--- src/rtl/path_dram_scheduler.sv ---
// -----------------------------------------------------------------------------
// path_dram_scheduler
//
// Turns one ORAM path operation into a stream of DRAM burst commands. A path
// is the chain of buckets from the root (level 0) to the addressed leaf
// (level ORAML). Each bucket is BktBursts DRAM bursts. A read phase issues one
// read command per burst. The read commands are throttled by ReadCredit, which
// counts the free slots in the downstream path buffer. A write phase issues one
// write command per burst. The write commands are throttled by WrAhead, which
// counts the write-data beats that DRAM has accepted ahead of their commands.
//
// Ports
//   Clock             in   sole clock, rising edge
//   Reset             in   asynchronous active-low reset
//   Op[1:0]           in   00 none, 01 read path, 10 write path, 11 read+write
//   Leaf[ORAML-1:0]   in   target leaf
//   OpValid/OpReady   in/out  operation handshake (OpReady only in IDLE)
//   DRAMAddress       out  byte address of the current burst
//   DRAMCommand       out  CmdRead / CmdWrite
//   DRAMCommandValid  out  command valid
//   DRAMCommandReady  in   DRAM accepts the command when Valid&Ready
//   WrBeatAccepted    in   pulse per write-data beat accepted by DRAM
//   BufDrain          in   pulse per burst removed from the path buffer
//   Done              out  one-cycle pulse when the operation completes
//   OverflowErr       out  sticky: BufDrain arrived with the buffer empty
//
// All outputs are registered. Their next values are derived from the
// next-state values, so a registered Valid appears in the same cycle in which
// a combinational Valid would have appeared.
// -----------------------------------------------------------------------------
module path_dram_scheduler #(
    parameter int ORAML     = 3,
    parameter int BktBursts = 2,
    parameter int AddrShift = 3,
    parameter int DDRAWidth = 27,
    parameter int DDRCWidth = 3,
    parameter int BufBursts = 8,
    parameter logic [DDRCWidth-1:0] CmdRead  = 3'b001,
    parameter logic [DDRCWidth-1:0] CmdWrite = 3'b000
) (
    input  logic                  Clock,
    input  logic                  Reset,
    input  logic [1:0]            Op,
    input  logic [ORAML-1:0]      Leaf,
    input  logic                  OpValid,
    output logic                  OpReady,
    output logic [DDRAWidth-1:0]  DRAMAddress,
    output logic [DDRCWidth-1:0]  DRAMCommand,
    output logic                  DRAMCommandValid,
    input  logic                  DRAMCommandReady,
    input  logic                  WrBeatAccepted,
    input  logic                  BufDrain,
    output logic                  Done,
    output logic                  OverflowErr
);

    localparam int LVW = (ORAML + 1 > 1) ? $clog2(ORAML + 1) : 1;
    localparam int BW  = (BktBursts > 1) ? $clog2(BktBursts) : 1;
    localparam int CRW = $clog2(BufBursts + 1);
    localparam int WAW = 8;

    localparam logic [LVW-1:0] LAST_LVL = LVW'(ORAML);
    localparam logic [BW-1:0]  LAST_BST = BW'(BktBursts - 1);
    localparam logic [CRW-1:0] CRED_MAX = CRW'(BufBursts);

    typedef enum logic [1:0] {
        S_IDLE   = 2'd0,
        S_READ   = 2'd1,
        S_WRITE  = 2'd2,
        S_FINISH = 2'd3
    } state_e;

    // Byte address of burst bst of the bucket at level lvl on the path to leaf.
    // The tree is stored in heap order, so level l starts at node 2^l - 1.
    function automatic logic [DDRAWidth-1:0] path_addr(
        input logic [LVW-1:0]   lvl,
        input logic [BW-1:0]    bst,
        input logic [ORAML-1:0] leaf
    );
        logic [63:0] node;
        logic [63:0] bidx;
        logic [63:0] shamt;
        shamt = 64'(ORAML) - 64'(lvl);
        node  = ((64'd1 << lvl) - 64'd1) + (64'(leaf) >> shamt);
        bidx  = (node * 64'(BktBursts)) + 64'(bst);
        bidx  = bidx << AddrShift;
        return bidx[DDRAWidth-1:0];
    endfunction

    // State and datapath registers.
    state_e             state_q, state_d;
    logic [1:0]         op_q, op_d;
    logic [ORAML-1:0]   leaf_q, leaf_d;
    logic [LVW-1:0]     lvl_q, lvl_d;
    logic [BW-1:0]      bst_q, bst_d;
    logic [CRW-1:0]     cred_q, cred_d;
    logic [WAW-1:0]     wra_q, wra_d;
    logic               ovf_q, ovf_d;

    // Registered outputs.
    logic               ready_q, ready_d;
    logic               valid_q, valid_d;
    logic               done_q, done_d;
    logic [DDRAWidth-1:0] addr_q, addr_d;
    logic [DDRCWidth-1:0] cmd_q, cmd_d;

    logic op_acc_s;
    logic cmd_acc_s;
    logic rd_acc_s;
    logic wr_acc_s;

    assign op_acc_s  = OpValid & ready_q & (state_q == S_IDLE);
    assign cmd_acc_s = valid_q & DRAMCommandReady;
    assign rd_acc_s  = cmd_acc_s & (state_q == S_READ);
    assign wr_acc_s  = cmd_acc_s & (state_q == S_WRITE);

    // Sequencer: operation latch, level/burst walk and phase transitions.
    always_comb begin
        state_d = state_q;
        op_d    = op_q;
        leaf_d  = leaf_q;
        lvl_d   = lvl_q;
        bst_d   = bst_q;
        case (state_q)
            S_IDLE: begin
                if (op_acc_s) begin
                    op_d   = Op;
                    leaf_d = Leaf;
                    lvl_d  = '0;
                    bst_d  = '0;
                    case (Op)
                        2'b01, 2'b11: state_d = S_READ;
                        2'b10:        state_d = S_WRITE;
                        default:      state_d = S_FINISH;
                    endcase
                end else begin
                    state_d = S_IDLE;
                end
            end
            S_READ, S_WRITE: begin
                if (cmd_acc_s) begin
                    if (bst_q == LAST_BST) begin
                        bst_d = '0;
                        if (lvl_q == LAST_LVL) begin
                            lvl_d = '0;
                            // Only a combined operation follows its read
                            // phase with a write phase.
                            if ((state_q == S_READ) && (op_q == 2'b11)) begin
                                state_d = S_WRITE;
                            end else begin
                                state_d = S_FINISH;
                            end
                        end else begin
                            lvl_d = lvl_q + LVW'(1);
                        end
                    end else begin
                        bst_d = bst_q + BW'(1);
                    end
                end else begin
                    state_d = state_q;
                end
            end
            S_FINISH: state_d = S_IDLE;
            default:  state_d = S_IDLE;
        endcase
    end

    // Read credit: free path-buffer slots. A drain that arrives while the
    // buffer is already empty is an error. In that case the count is held.
    always_comb begin
        cred_d = cred_q;
        ovf_d  = ovf_q;
        if (rd_acc_s && !BufDrain) begin
            cred_d = cred_q - CRW'(1);
        end else if (BufDrain && !rd_acc_s) begin
            if (cred_q == CRED_MAX) begin
                ovf_d = 1'b1;
            end else begin
                cred_d = cred_q + CRW'(1);
            end
        end else begin
            cred_d = cred_q;
        end
    end

    // Write-ahead count: data beats accepted but not yet matched by a write
    // command. The count is kept across operations and saturates at its maximum.
    always_comb begin
        wra_d = wra_q;
        if (WrBeatAccepted && !wr_acc_s) begin
            if (wra_q != {WAW{1'b1}}) begin
                wra_d = wra_q + WAW'(1);
            end else begin
                wra_d = wra_q;
            end
        end else if (wr_acc_s && !WrBeatAccepted) begin
            wra_d = wra_q - WAW'(1);
        end else begin
            wra_d = wra_q;
        end
    end

    // Output next values, derived from the next state so that they line up
    // with the registered state. While a command is stalled none of the inputs
    // to addr_d/cmd_d change, so the command is held stable.
    always_comb begin
        ready_d = (state_d == S_IDLE);
        valid_d = ((state_d == S_READ)  && (cred_d != '0)) ||
                  ((state_d == S_WRITE) && (wra_d  != '0));
        done_d  = (state_d == S_FINISH);
        addr_d  = path_addr(lvl_d, bst_d, leaf_d);
        cmd_d   = (state_d == S_WRITE) ? CmdWrite : CmdRead;
    end

    // State, counter and output registers.
    always_ff @(posedge Clock or negedge Reset) begin
        if (!Reset) begin
            state_q <= S_IDLE;
            op_q    <= 2'b00;
            leaf_q  <= '0;
            lvl_q   <= '0;
            bst_q   <= '0;
            cred_q  <= CRED_MAX;
            wra_q   <= '0;
            ovf_q   <= 1'b0;
            ready_q <= 1'b0;
            valid_q <= 1'b0;
            done_q  <= 1'b0;
            addr_q  <= '0;
            cmd_q   <= CmdRead;
        end else begin
            state_q <= state_d;
            op_q    <= op_d;
            leaf_q  <= leaf_d;
            lvl_q   <= lvl_d;
            bst_q   <= bst_d;
            cred_q  <= cred_d;
            wra_q   <= wra_d;
            ovf_q   <= ovf_d;
            ready_q <= ready_d;
            valid_q <= valid_d;
            done_q  <= done_d;
            addr_q  <= addr_d;
            cmd_q   <= cmd_d;
        end
    end

    assign OpReady          = ready_q;
    assign DRAMCommandValid = valid_q;
    assign DRAMAddress      = addr_q;
    assign DRAMCommand      = cmd_q;
    assign Done             = done_q;
    assign OverflowErr      = ovf_q;

endmodule

--- config.mk ---
export PLATFORM = sky130hd
export DESIGN_NAME = path_dram_scheduler
export DESIGN_NICKNAME = d
export VERILOG_FILES = /design/src/rtl/path_dram_scheduler.sv
export SDC_FILE = /design/constraint.sdc
export NUM_CORES = 1
export LEC_CHECK = 0
export BUFFER_PORTS_ARGS = -buffer_cell sky130_fd_sc_hd__clkbuf_2
export CORE_UTILIZATION = 46
export CTS_CLUSTER_SIZE = 30
export DETAILED_ROUTE_END_ITERATION = 8
export GPL_TIMING_DRIVEN = 1
export PLACE_DENSITY = 0.69
export SLEW_MARGIN = 10
export SYNTH_ARGS = -nofsm -noshare
export SYNTH_HDL_FRONTEND = slang
export SYNTH_SLANG_ARGS = --single-unit
--- constraint.sdc ---
create_clock -name Clock -period 2.9 [get_ports Clock]
set_input_delay 0.145 -clock Clock [delete_from_list [all_inputs] [get_ports Clock]]
set_output_delay 0.145 -clock Clock [all_outputs]
set_load 0.05 [all_outputs]
==> results of run 1 <==
-- layout make-up --
| type | count | area [µm²] |
|---|---|---|
| Sequential cell | 34 | 853 |
| Inverter | 15 | 56.3 |
| Timing Repair Buffer | 41 | 215 |
| Multi-Input combinational cell | 148 | 1130 |
| Tap cell | 52 | 65.1 |
| Clock buffer | 7 | 76.3 |
| Clock inverter | 1 | 30.0 |
| Fill cell | 397 | 2080 |
-- kinds of logic after synthesis --
group	after synthesis	share of synthesized area
compound gates	43	0.155
other cells	1	0.00168
simple gates	62	0.162
mux	10	0.0489
buf+inv	42	0.120
fa+ha+maj	16	0.0933
flops	34	0.383
xor+xnor	9	0.0354
-- critical path: stages, from the launching register on --
cell	delay, ns
sky130_fd_sc_hd__dfrtp_1	0.40
sky130_fd_sc_hd__inv_1	0.13
sky130_fd_sc_hd__ha_1	0.21
sky130_fd_sc_hd__nand3_2	0.08
sky130_fd_sc_hd__a21o_1	0.21
sky130_fd_sc_hd__a22oi_2	0.24
sky130_fd_sc_hd__inv_2	0.09
sky130_fd_sc_hd__mux2i_1	0.16
sky130_fd_sc_hd__mux2_2	0.17
sky130_fd_sc_hd__ha_1	0.13
sky130_fd_sc_hd__inv_1	0.04
sky130_fd_sc_hd__ha_1	0.18
sky130_fd_sc_hd__fa_1	0.39
sky130_fd_sc_hd__xnor2_1	0.14
-- cell usage after synthesis (all sizes together) (2+ instances only) --
cell    instances  area [µm²]
dfrtp          32         801
buf            23         176
ha             15         188
inv            15        56.3
nand2          13        48.8
nand3          10        65.1
o21ai           9        52.6
nor2            8        30.0
mux2            7        78.8
a21oi           6        33.8
xnor2           6        52.6
and2            5        31.3
nor3            5        25.0
clkbuf          4        35.0
a21o            3        22.5
a31oi           3        18.8
and3            3        18.8
mux2i           3        30.0
nand4           3        18.8
o22ai           3        18.8
xor2            3        26.3
a221oi          2        17.5
a22oi           2        20.0
a311oi          2        23.8
a41oi           2        25.0
dfstp           2        52.6
nand2b          2        12.5
nor3b           2        20.0
nor4            2        27.5
o211ai          2        15.0
o21a            2        15.0
or2b            2        15.0
or3             2        12.5
-- timing repair --
action                                  in CTS  in global routing
hold buffers                                 1                  0
endpoints found under the setup margin       0                  1
endpoints found under the hold margin       32                  0
resized for setup                            0                  1
-- worst min path at each step --
| stage | from | endpoint | slack (ns) |
|---|---|---|---|
| global route | Leaf[0] | leaf_q[0]$_DFF_PN0_ | 0.13 |
| CTS | Leaf[0] | leaf_q[0]$_DFF_PN0_ | 0.11 |
| detailed placement | Reset | DRAMAddress[5]$_DFF_PN0_ | 0.30 |
| global placement | Reset | DRAMAddress[5]$_DFF_PN0_ | 0.29 |
| finish | Leaf[0] | leaf_q[0]$_DFF_PN0_ | 0.12 |
| floorplan | Reset | DRAMAddress[22]$_DFF_PN0_ | -0.15 |
-- registers in the layout, indices dropped and copies added, names as in the netlist, 2 cells and up, named ones only --
register / count
op_q: 2
wra_q: 8
state_q: 2
DRAMAddress: 7
leaf_q: 3
cred_q: 4
lvl_q: 2
-- layer usage --
layer / global-route usage / routed length (µm) / up-vias
met5: 0 / 0 / -
met4: 0.0632 / 57 / 0
met3: 0.0408 / 146 / 5
met2: 0.270 / 1930 / 40
met1: 0.231 / 1880 / 795
li1: - / - / 791
-- power by group --
group / total (µW) / internal [µW] / switching (µW)
Clock: 432 / 257 / 175
Sequential: 878 / 663 / 216
Combinational: 1180 / 405 / 775
Total: 2490 / 1320 / 1170
-- through the flow --
step | utilization | hold slack (ns) | instances
final | 0.539 | 0.121 | 298
after global routing | 0.539 | 0.132 | 298
after CTS | 0.539 | 0.110 | 298
after detailed placement | 0.513 | 0.300 | 289
after global placement | 0.513 | 0.292 | 289
after floorplan | - | -0.151 | 224
==> reports/summary.txt, run 1 <==
RUN STATUS
------------------------------------------------------------------------------------------
Outcome .....................................................................    completed

CLOCKING
------------------------------------------------------------------------------------------
Clock sink count ............................................................           34
Total clock buffers created by CTS ..........................................            5
Number of setup buffers added after CTS .....................................            0
Clock tree from TritonCTS ...................................................          yes
Clk_lat worst skew ..........................................................      0.29 ns
Number of H-tree levels .....................................................            2
Clk buf depth ...............................................................            2
Clock edge transition at the registers on the reported setup and hold paths .      0.07 ns
Clk root buf ................................................................ sky130_fd_sc_hd__clkbuf_8

LAYOUT
------------------------------------------------------------------------------------------
Post-route cell area ........................................................     2430 µm²
Post-layout net count .......................................................          272
Commonest cells after routing, fill and taps aside .......................... sky130_fd_sc_hd__clkbuf_2, sky130_fd_sc_hd__dfrtp_1, sky130_fd_sc_hd__ha_1
Most frequent standard cell in the layout excluding fill and tap cells ...... sky130_fd_sc_hd__clkbuf_2
Fraction of final layout cells with drive strength greater than 1 ...........        0.285
Antenna diode instance count ................................................            0
Area Growth Syn to Fin ......................................................        9.05%

GLOBAL ROUTING
------------------------------------------------------------------------------------------
Global route overflow .......................................................            0
Wire length of the first global-routing pass ................................      6810 µm
Vias in the first global route ..............................................         1435
Total routing resource utilization after global routing .....................        0.171
Maximum number of pins on one net before global-route repair ................           35
Antenna violations before repair ............................................            0

CRITICAL PATH
------------------------------------------------------------------------------------------
Kind of start point of the critical path ....................................     register
Data arrival time of the critical path ......................................      2.86 ns
Worst setup path class ......................................................      reg2reg
Crit Path Max Fanout ........................................................            5
Register-to-Register Setup Slack ............................................      0.22 ns
Worst-case reg-to-reg path depth ............................................           13
CP Capture Type .............................................................     register
Critical path origin ........................................................ state_q[1]$_DFF_PN0_
Timing endpoint of the critical path ........................................ DRAMAddress[7]$_DFF_PN0_
Worst reg2reg path endpoint ................................................. DRAMAddress[7]$_DFF_PN0_
Worst EP required ...........................................................      3.08 ns
Startpoint of the most critical register-to-register path ................... state_q[1]$_DFF_PN0_

POWER AND IR DROP
------------------------------------------------------------------------------------------
Power per standard cell area ................................................  1030 nW/µm²
Pwr Total ...................................................................      2490 µW
Highest ir drop seen on vdd .................................................       547 µV
Leakage power figure ........................................................   0.00115 µW

DETAILED ROUTING
------------------------------------------------------------------------------------------
Number of violations reported at the end of detailed-routing iteration 0 ....          106
Routed Wire Length ..........................................................      4020 µm
Residual antenna-violating net count after detailed routing .................            0
Vias per inst ...............................................................         5.47
Drt pass-1 iters ............................................................            4
Mean routed wirelength per cell .............................................      13.5 µm
Post-detailed-route DRC marker count ........................................            0
Vias ........................................................................         1631

MIN PATH
------------------------------------------------------------------------------------------
Min-delay worst type ........................................................       in2reg
Number of cells on the worst hold path ......................................            2

TIMING
------------------------------------------------------------------------------------------
Clock skew after layout .....................................................   0.00583 ns
Measured slew at the worst slew-check pin ...................................     0.856 ns
Rel. slew slack .............................................................        0.429
Worst Slack Setup Final .....................................................     0.217 ns
Unrepaired setup endpoints after global routing .............................        false
Setup TNS ...................................................................         0 ns
Crit share post-route .......................................................        0.925
Pins over their slew limit ..................................................            0
Highest Clock Rate ..........................................................    0.373 GHz
Final-report hold violation count ...........................................            0
Period minus WS final .......................................................      2.68 ns
Setup violation total in the final timing report ............................            0

SYNTH
------------------------------------------------------------------------------------------
Mean instance size in the synthesized netlist ...............................     10.3 µm²
Unique masters post-synth ...................................................           58
Primary flip-flop cell chosen by synthesis mapping .......................... sky130_fd_sc_hd__dfrtp_1
Flop and latch count out of synthesis .......................................           34
Cell area after synthesis ...................................................     2230 µm²
Gate Count Post-Synth .......................................................          217
Yosys warning total .........................................................            0
Sequential element share of the synthesized area ............................        0.383
Fraction of synthesis flops using an asynchronous set or reset pin ..........         1.00
EDFF count, synth ...........................................................            0

PLACED DESIGN
------------------------------------------------------------------------------------------
Area post-placement .........................................................     2310 µm²
DP HPWL .....................................................................      2930 µm
Worst setup slack before clock tree synthesis ...............................     0.235 ns
Number of buffer cells added on primary ports ...............................           38
Weighted congestion reported at the end of routability-driven placement .....        0.884

DIE
------------------------------------------------------------------------------------------
Number of rows in the core area .............................................           24
Top-level I/O count .........................................................           45
Std-Cell Core Area ..........................................................     4500 µm²
Initial Utilization .........................................................        0.494
DIE AREA ....................................................................     5120 µm²
Die outline height ..........................................................      71.6 µm
Horiz. Die Dim ..............................................................      71.6 µm

FLOW RUN
------------------------------------------------------------------------------------------
Total of max-cap violations .................................................            0

(Power assumes the default switching activity.)
==> run 2, diff against run 1 <==
- ABC_AREA: default -> 1
- PLACE_DENSITY: 0.69 -> 0.68
==> reports/summary.txt, run 2 <==
RUN STATUS
------------------------------------------------------------------------------------------
Outcome .....................................................................    completed

TIMING
------------------------------------------------------------------------------------------
Rel. slew slack .............................................................        0.449   +0.0195
Crit share post-route .......................................................        0.894   -0.0315
Clock skew after layout .....................................................   0.00590 ns   +0.0000657 ns
Measured slew at the worst slew-check pin ...................................     0.827 ns   -0.0293 ns
Pins over their slew limit ..................................................            0   unchanged
Period minus WS final .......................................................      2.59 ns   -0.0913 ns
Highest Clock Rate ..........................................................    0.386 GHz   +3.5%
Setup violation total in the final timing report ............................            0   unchanged
Final-report hold violation count ...........................................            0   unchanged
Setup TNS ...................................................................         0 ns   unchanged
Unrepaired setup endpoints after global routing .............................        false

SYNTH
------------------------------------------------------------------------------------------
Leading cell types by count after synthesis ................................. sky130_fd_sc_hd__nand2_1, sky130_fd_sc_hd__inv_1, sky130_fd_sc_hd__nand3_1, sky130_fd_sc_hd__dfrtp_1, sky130_fd_sc_hd__buf_4
Sequential element share of the synthesized area ............................        0.368   -0.0149
Mean instance size in the synthesized netlist ...............................     7.47 µm²   -27%
Fraction of synthesis flops using an asynchronous set or reset pin ..........         1.00   unchanged
Flop and latch count out of synthesis .......................................           34   unchanged
Synth Area in Compound Gates ................................................       0.0621   -0.0925
Library cell with the largest summed area after synthesis ................... sky130_fd_sc_hd__dfrtp_1
Synth area leaders .......................................................... sky130_fd_sc_hd__dfrtp_1, sky130_fd_sc_hd__nand2_1, sky130_fd_sc_hd__ha_1
Unique masters post-synth ...................................................           31   -47%
Primary flip-flop cell chosen by synthesis mapping .......................... sky130_fd_sc_hd__dfrtp_1
Gate Count Post-Synth .......................................................          310   +43%
Most frequent cell after synthesis .......................................... sky130_fd_sc_hd__nand2_1
Post-synthesis simple-gate area fraction ....................................        0.318   +0.155
Yosys warning total .........................................................            0   unchanged
Adder and majority gate portion of the synthesized area .....................       0.0897   -0.00363
EDFF count, synth ...........................................................            0   unchanged
Cell area after synthesis ...................................................     2320 µm²   +4.0%
Share of the synthesized area in the top cell type ..........................        0.346   -0.0140
Post-synthesis xor/xnor area fraction .......................................       0.0113   -0.0241
Main combinational cell family by area after synthesis ...................... simple AND/OR/NAND/NOR gates
Multiplexer share of the synthesized area ...................................            0   -0.0489

CLOCKING
------------------------------------------------------------------------------------------
Clk root buf ................................................................ sky130_fd_sc_hd__clkbuf_8
Clock edge transition at the registers on the reported setup and hold paths .      0.07 ns   about the same
Total clock buffers created by CTS ..........................................            5   unchanged
Clock sink count ............................................................           34   unchanged
Number of H-tree levels .....................................................            2   unchanged
Clk buf depth ...............................................................            2   unchanged
Clock tree from TritonCTS ...................................................          yes
Clk_lat worst skew ..........................................................      0.28 ns   about the same

DETAILED ROUTING
------------------------------------------------------------------------------------------
Vias ........................................................................         1940   +19%
Routed Wire Length ..........................................................      4280 µm   +6.4%
Number of violations reported at the end of detailed-routing iteration 0 ....           83   -22%
Mean routed wirelength per cell .............................................      10.5 µm   -22%
Post-detailed-route DRC marker count ........................................            0   unchanged
Drt pass-1 iters ............................................................            4   unchanged
Residual antenna-violating net count after detailed routing .................            0   unchanged
Vias per inst ...............................................................         4.75   -13%

CRITICAL PATH
------------------------------------------------------------------------------------------
Kind of start point of the critical path ....................................     register
Data arrival time of the critical path ......................................      2.76 ns   -0.10 ns
CP Capture Type .............................................................     register
Crit Path Max Fanout ........................................................            6   +1
Worst setup path class ......................................................      reg2reg
Worst EP required ...........................................................      3.07 ns   about the same

LAYOUT
------------------------------------------------------------------------------------------
Fillers .....................................................................          464   +17%
Area Growth Syn to Fin ......................................................        9.78%
Number of flip-flops in the largest register ................................            8   unchanged
Antenna diode instance count ................................................            0   unchanged
Post-route cell area ........................................................     2540 µm²   +4.7%
Most frequent standard cell in the layout excluding fill and tap cells ...... sky130_fd_sc_hd__nand2_1
Largest Register ............................................................        wra_q
End-of-flow core utilization ................................................        0.531   -0.00765
Fraction of final layout cells with drive strength greater than 1 ...........        0.220   -0.0646
Commonest cells after routing, fill and taps aside .......................... sky130_fd_sc_hd__nand2_1, sky130_fd_sc_hd__clkbuf_2, sky130_fd_sc_hd__inv_1
Post-layout net count .......................................................          367   +35%

PLACED DESIGN
------------------------------------------------------------------------------------------
DP HPWL .....................................................................      3380 µm   +16%
Area post-placement .........................................................     2440 µm²   +5.7%
Weighted congestion reported at the end of routability-driven placement .....        0.855   -3.3%
Number of buffer cells added on primary ports ...............................           38   unchanged

POWER AND IR DROP
------------------------------------------------------------------------------------------
Leakage power figure ........................................................   0.00143 µW   +24%
Highest ir drop seen on vdd .................................................       481 µV   -12%
Power per standard cell area ................................................   857 nW/µm²   -16%
Pwr Total ...................................................................      2180 µW   -12%

DIE
------------------------------------------------------------------------------------------
Initial Utilization .........................................................        0.484   -0.0102
Top-level I/O count .........................................................           45   unchanged
DIE AREA ....................................................................     5320 µm²   +3.9%
Number of rows in the core area .............................................           25   +4.2%
Horiz. Die Dim ..............................................................      73.0 µm   +1.9%
Die outline height ..........................................................      73.0 µm   +1.9%
Std-Cell Core Area ..........................................................     4790 µm²   +6.3%

GLOBAL ROUTING
------------------------------------------------------------------------------------------
Vias in the first global route ..............................................         1678   +17%
Wire length of the first global-routing pass ................................      7090 µm   +4.2%
Total routing resource utilization after global routing .....................        0.175   +0.00393
Antenna violations before repair ............................................            0   unchanged
Global route overflow .......................................................            0   unchanged
Maximum number of pins on one net before global-route repair ................           35   unchanged

MIN PATH
------------------------------------------------------------------------------------------
Min-delay worst type ........................................................       in2reg

FLOW RUN
------------------------------------------------------------------------------------------
Total of max-cap violations .................................................            0   unchanged

-- run 2: area by class of cell --
class	instances	area, µm²	area share
clock inverters	1	7.51	0.00295
clock buffers	7	76.3	0.0300
inverters	46	173	0.0679
multi-input cells	214	1150	0.452
flip-flops and latches	34	853	0.336
repair buffers	39	200	0.0787
well taps	67	83.8	0.0330
-- run 2: power by group --
part	leakage [µW]	internal [µW]	total, µW	switching [µW]
logic	0.000975	326	1060	738
clock network	0.0000385	170	331	161
registers	0.000414	633	784	151
total	0.00143	1130	2180	1050
-- run 2: cells by family (layout without fill, tap and decap cells) --
kind of cell | after synthesis | count (layout)
fa+ha+maj | 16 | 16
compound gates | 22 | 22
flops | 34 | 34
simple gates | 165 | 165
xor+xnor | 3 | 3
buf+inv | 69 | 93
other cells | 1 | 8
-- run 2: worst max-delay path, stage by stage (launching register included) --
cell	delay (ns)
sky130_fd_sc_hd__dfrtp_1	0.37
sky130_fd_sc_hd__inv_1	0.10
sky130_fd_sc_hd__ha_1	0.33
sky130_fd_sc_hd__inv_1	0.07
sky130_fd_sc_hd__nor3_2	0.20
sky130_fd_sc_hd__a32oi_2	0.16
sky130_fd_sc_hd__inv_2	0.12
sky130_fd_sc_hd__nand2_1	0.09
sky130_fd_sc_hd__o21ai_1	0.14
sky130_fd_sc_hd__ha_1	0.15
sky130_fd_sc_hd__inv_1	0.04
sky130_fd_sc_hd__ha_1	0.18
sky130_fd_sc_hd__fa_1	0.39
sky130_fd_sc_hd__xnor2_1	0.14
-- run 2: worst paths after layout --
| path | cells after the start | slack, ns | from | end |
|---|---|---|---|---|
| worst max-delay path | 13 | 0.31 | state_q[0]$_DFF_PN0_ | DRAMAddress[7]$_DFF_PN0_ |
| worst min-delay path | 3 | 0.1 | Leaf[0] | leaf_q[0]$_DFF_PN0_ |
| worst max register to register | 13 | 0.31 | state_q[0]$_DFF_PN0_ | DRAMAddress[7]$_DFF_PN0_ |
| worst min register to register | 2 | 0.47 | OverflowErr$_DFFE_PN0P_ | OverflowErr$_DFFE_PN0P_ |
| max in group asynchronous | 2 | 1.89 | Reset | wra_q[4]$_DFF_PN0_ |
| min in group asynchronous | 2 | 0.49 | Reset | DRAMAddress[5]$_DFF_PN0_ |
-- run 2: timing repair --
action,4_1_cts,5_1_grt
resized for setup,0,1
hold buffers,1,0
endpoints found under the setup margin,0,2
endpoints found under the hold margin,32,0
setup buffers,0,0
-- run 2: metrics by stage --
stage	std cells	setup WS (ns)	hold WS (ns)
finish	408	0.308	0.0974
global placement	399	0.322	0.294
CTS	408	0.230	0.0955
floorplan	317	0.410	-0.151
detailed placement	399	0.237	0.292
global route	408	0.0711	0.119
-- run 2: per-layer routing --
| layer | track usage | vias up | share of wire |
|---|---|---|---|
| met3 | 0.0442 | 4 | 0.035 |
| li1 | - | 1004 | - |
| met1 | 0.225 | 893 | 0.48 |
| met5 | 0 | - | 0 |
| met2 | 0.291 | 39 | 0.48 |
| met4 | 0.0566 | 0 | 0.0080 |
==> run 3, diff against run 2 <==
- PLACE_DENSITY: 0.68 -> 0.73
- clock period: 2.9 -> 3.3 ns (I/O delays scaled with it)
==> reports/summary.txt, run 3 (same netlist as run 2, synthesis figures left out) <==
GLOBAL ROUTING
------------------------------------------------------------------------------------------
Vias in the first global route ..............................................         1811   +7.9%
Maximum number of pins on one net before global-route repair ................           35   unchanged
Wire length of the first global-routing pass ................................      7360 µm   +3.7%
Total routing resource utilization after global routing .....................        0.178   +0.00258
Antenna violations before repair ............................................            0   unchanged
Global route overflow .......................................................            0   unchanged

CRITICAL PATH
------------------------------------------------------------------------------------------
Register-to-Register Setup Slack ............................................      0.61 ns   +0.30 ns
Crit Path Max Fanout ........................................................            6   unchanged
Kind of start point of the critical path ....................................     register
Worst EP required ...........................................................      3.50 ns   +0.43 ns
Data arrival time of the critical path ......................................      2.89 ns   +0.13 ns
Worst setup path class ......................................................      reg2reg
CP Capture Type .............................................................     register

TIMING
------------------------------------------------------------------------------------------
Setup TNS ...................................................................         0 ns   unchanged
Final-report hold violation count ...........................................            0   unchanged
Min Hold Slack ..............................................................     0.117 ns   +0.0197 ns
Measured slew at the worst slew-check pin ...................................     0.835 ns   +0.00832 ns
Setup violation total in the final timing report ............................            0   unchanged
Pins over their slew limit ..................................................            0   unchanged
Unrepaired setup endpoints after global routing .............................        false
Highest Clock Rate ..........................................................    0.371 GHz   -3.8%
Clock skew after layout .....................................................    0.0111 ns   +0.00517 ns
Period minus WS final .......................................................      2.69 ns   +0.101 ns
Crit share post-route .......................................................        0.816   -0.0777
Rel. slew slack .............................................................        0.443   -0.00555

POWER AND IR DROP
------------------------------------------------------------------------------------------
Leakage power figure ........................................................   0.00143 µW   about the same
Highest ir drop seen on vdd .................................................       401 µV   -17%
Power per standard cell area ................................................   755 nW/µm²   -12%

DIE
------------------------------------------------------------------------------------------
Horiz. Die Dim ..............................................................      73.0 µm   unchanged
Die outline height ..........................................................      73.0 µm   unchanged
Std-Cell Core Area ..........................................................     4790 µm²   unchanged
DIE AREA ....................................................................     5320 µm²   unchanged
Initial Utilization .........................................................        0.484   unchanged
Top-level I/O count .........................................................           45   unchanged
Number of rows in the core area .............................................           25   unchanged

CLOCKING
------------------------------------------------------------------------------------------
Clock sink count ............................................................           34   unchanged
Total clock buffers created by CTS ..........................................            5   unchanged
CTS Hold Buffers Added ......................................................            1   unchanged
Number of H-tree levels .....................................................            2   unchanged
Clock edge transition at the registers on the reported setup and hold paths .      0.07 ns   about the same
Clk root buf ................................................................ sky130_fd_sc_hd__clkbuf_8
Number of setup buffers added after CTS .....................................            0   unchanged
Clk_lat worst skew ..........................................................      0.28 ns   about the same
Clock tree from TritonCTS ...................................................          yes
Quantity of gates resized following cts .....................................            0   unchanged
Clk buf depth ...............................................................            2   unchanged

LAYOUT
------------------------------------------------------------------------------------------
End-of-flow core utilization ................................................        0.530   -0.00105
Commonest cells after routing, fill and taps aside .......................... sky130_fd_sc_hd__nand2_1, sky130_fd_sc_hd__clkbuf_2, sky130_fd_sc_hd__inv_1
Area Growth Syn to Fin ......................................................        9.56%
Fraction of final layout cells with drive strength greater than 1 ...........        0.217   -0.00293
Post-route cell area ........................................................     2540 µm²   -0.20%
Antenna diode instance count ................................................            0   unchanged
Number of flip-flops in the largest register ................................            8   unchanged
Most frequent standard cell in the layout excluding fill and tap cells ...... sky130_fd_sc_hd__nand2_1
Post-layout net count .......................................................          367   unchanged
Final Non-Filler Cells ......................................................          408   unchanged
Largest Register ............................................................        wra_q
Fillers .....................................................................          459   -1.1%

PLACED DESIGN
------------------------------------------------------------------------------------------
Area post-placement .........................................................     2440 µm²   unchanged
Number of buffer cells added on primary ports ...............................           38   unchanged
Placed instance count .......................................................          399   unchanged
DP HPWL .....................................................................      3390 µm   +0.31%
Weighted congestion reported at the end of routability-driven placement .....        0.844   -1.3%

DETAILED ROUTING
------------------------------------------------------------------------------------------
Vias ........................................................................         1970   +1.5%
Drt pass-1 iters ............................................................            4   unchanged
Number of violations reported at the end of detailed-routing iteration 0 ....           94   +13%
Mean routed wirelength per cell .............................................      10.6 µm   +1.0%
Residual antenna-violating net count after detailed routing .................            0   unchanged
Routed Wire Length ..........................................................      4320 µm   +1.0%
Post-detailed-route DRC marker count ........................................            0   unchanged
Vias per inst ...............................................................         4.83   +1.5%

RUN STATUS
------------------------------------------------------------------------------------------
Outcome .....................................................................    completed

FLOW RUN
------------------------------------------------------------------------------------------
Total of max-cap violations .................................................            0   unchanged

MIN PATH
------------------------------------------------------------------------------------------
Min-delay worst type ........................................................       in2reg

==> run 3: final timing paths <==
| kind | start | to | cells after the start |
|---|---|---|---|
| max reg2reg | state_q[1]$_DFF_PN0_ | DRAMAddress[25]$_DFF_PN0_ | 13 |
| min | Leaf[0] | leaf_q[0]$_DFF_PN0_ | 3 |
| min in group asynchronous | Reset | DRAMAddress[5]$_DFF_PN0_ | 2 |
| max in group asynchronous | Reset | wra_q[7]$_DFF_PN0_ | 2 |
| max | state_q[1]$_DFF_PN0_ | DRAMAddress[25]$_DFF_PN0_ | 13 |
| min reg2reg | OverflowErr$_DFFE_PN0P_ | OverflowErr$_DFFE_PN0P_ | 2 |
==> run 3: layer usage <==
metal | part of all wire | track usage | vias to the layer above
li1 | - | - | 1004
met1 | 0.46 | 0.213 | 907
met2 | 0.48 | 0.304 | 47
met3 | 0.040 | 0.0345 | 12
met4 | 0.020 | 0.0915 | 0
met5 | 0 | 0 | -
==> run 3: final cells by class <==
cell class,count,area (µm²),area share
multi-input cells,214,1140,0.451
repair buffers,39,200,0.0789
clock inverters,1,7.51,0.00296
flip-flops and latches,34,853,0.336
well taps,67,83.8,0.0330
clock buffers,7,76.3,0.0301
inverters,46,173,0.0680
==> run 3: stage by stage <==
stage / setup slack [ns] / power [µW]
3_3_place_gp: 0.721 / 1610
4_1_cts: 0.609 / 1920
2_1_floorplan: 0.810 / 1460
5_1_grt: 0.385 / 2070
6_report: 0.607 / 1910
3_5_place_dp: 0.620 / 1630
==> run 3: power breakdown <==
group          internal (µW)  leakage [µW]  total (µW)  switching, µW
logic                    287      0.000973         938            651
registers                556      0.000414         690            134
clock network            149     0.0000385         286            137
==> run 3: worst max-delay path, stage by stage, from the launching register on <==
cell and delay (ns):
sky130_fd_sc_hd__dfrtp_1 0.38, sky130_fd_sc_hd__inv_1 0.10, sky130_fd_sc_hd__ha_1 0.32, sky130_fd_sc_hd__inv_1 0.07
sky130_fd_sc_hd__nor3_1 0.25, sky130_fd_sc_hd__a32oi_2 0.17, sky130_fd_sc_hd__inv_2 0.12, sky130_fd_sc_hd__nand2_1 0.09
sky130_fd_sc_hd__o21ai_1 0.15, sky130_fd_sc_hd__ha_1 0.16, sky130_fd_sc_hd__inv_1 0.04, sky130_fd_sc_hd__ha_1 0.18
sky130_fd_sc_hd__fa_1 0.40, sky130_fd_sc_hd__a21boi_0 0.17
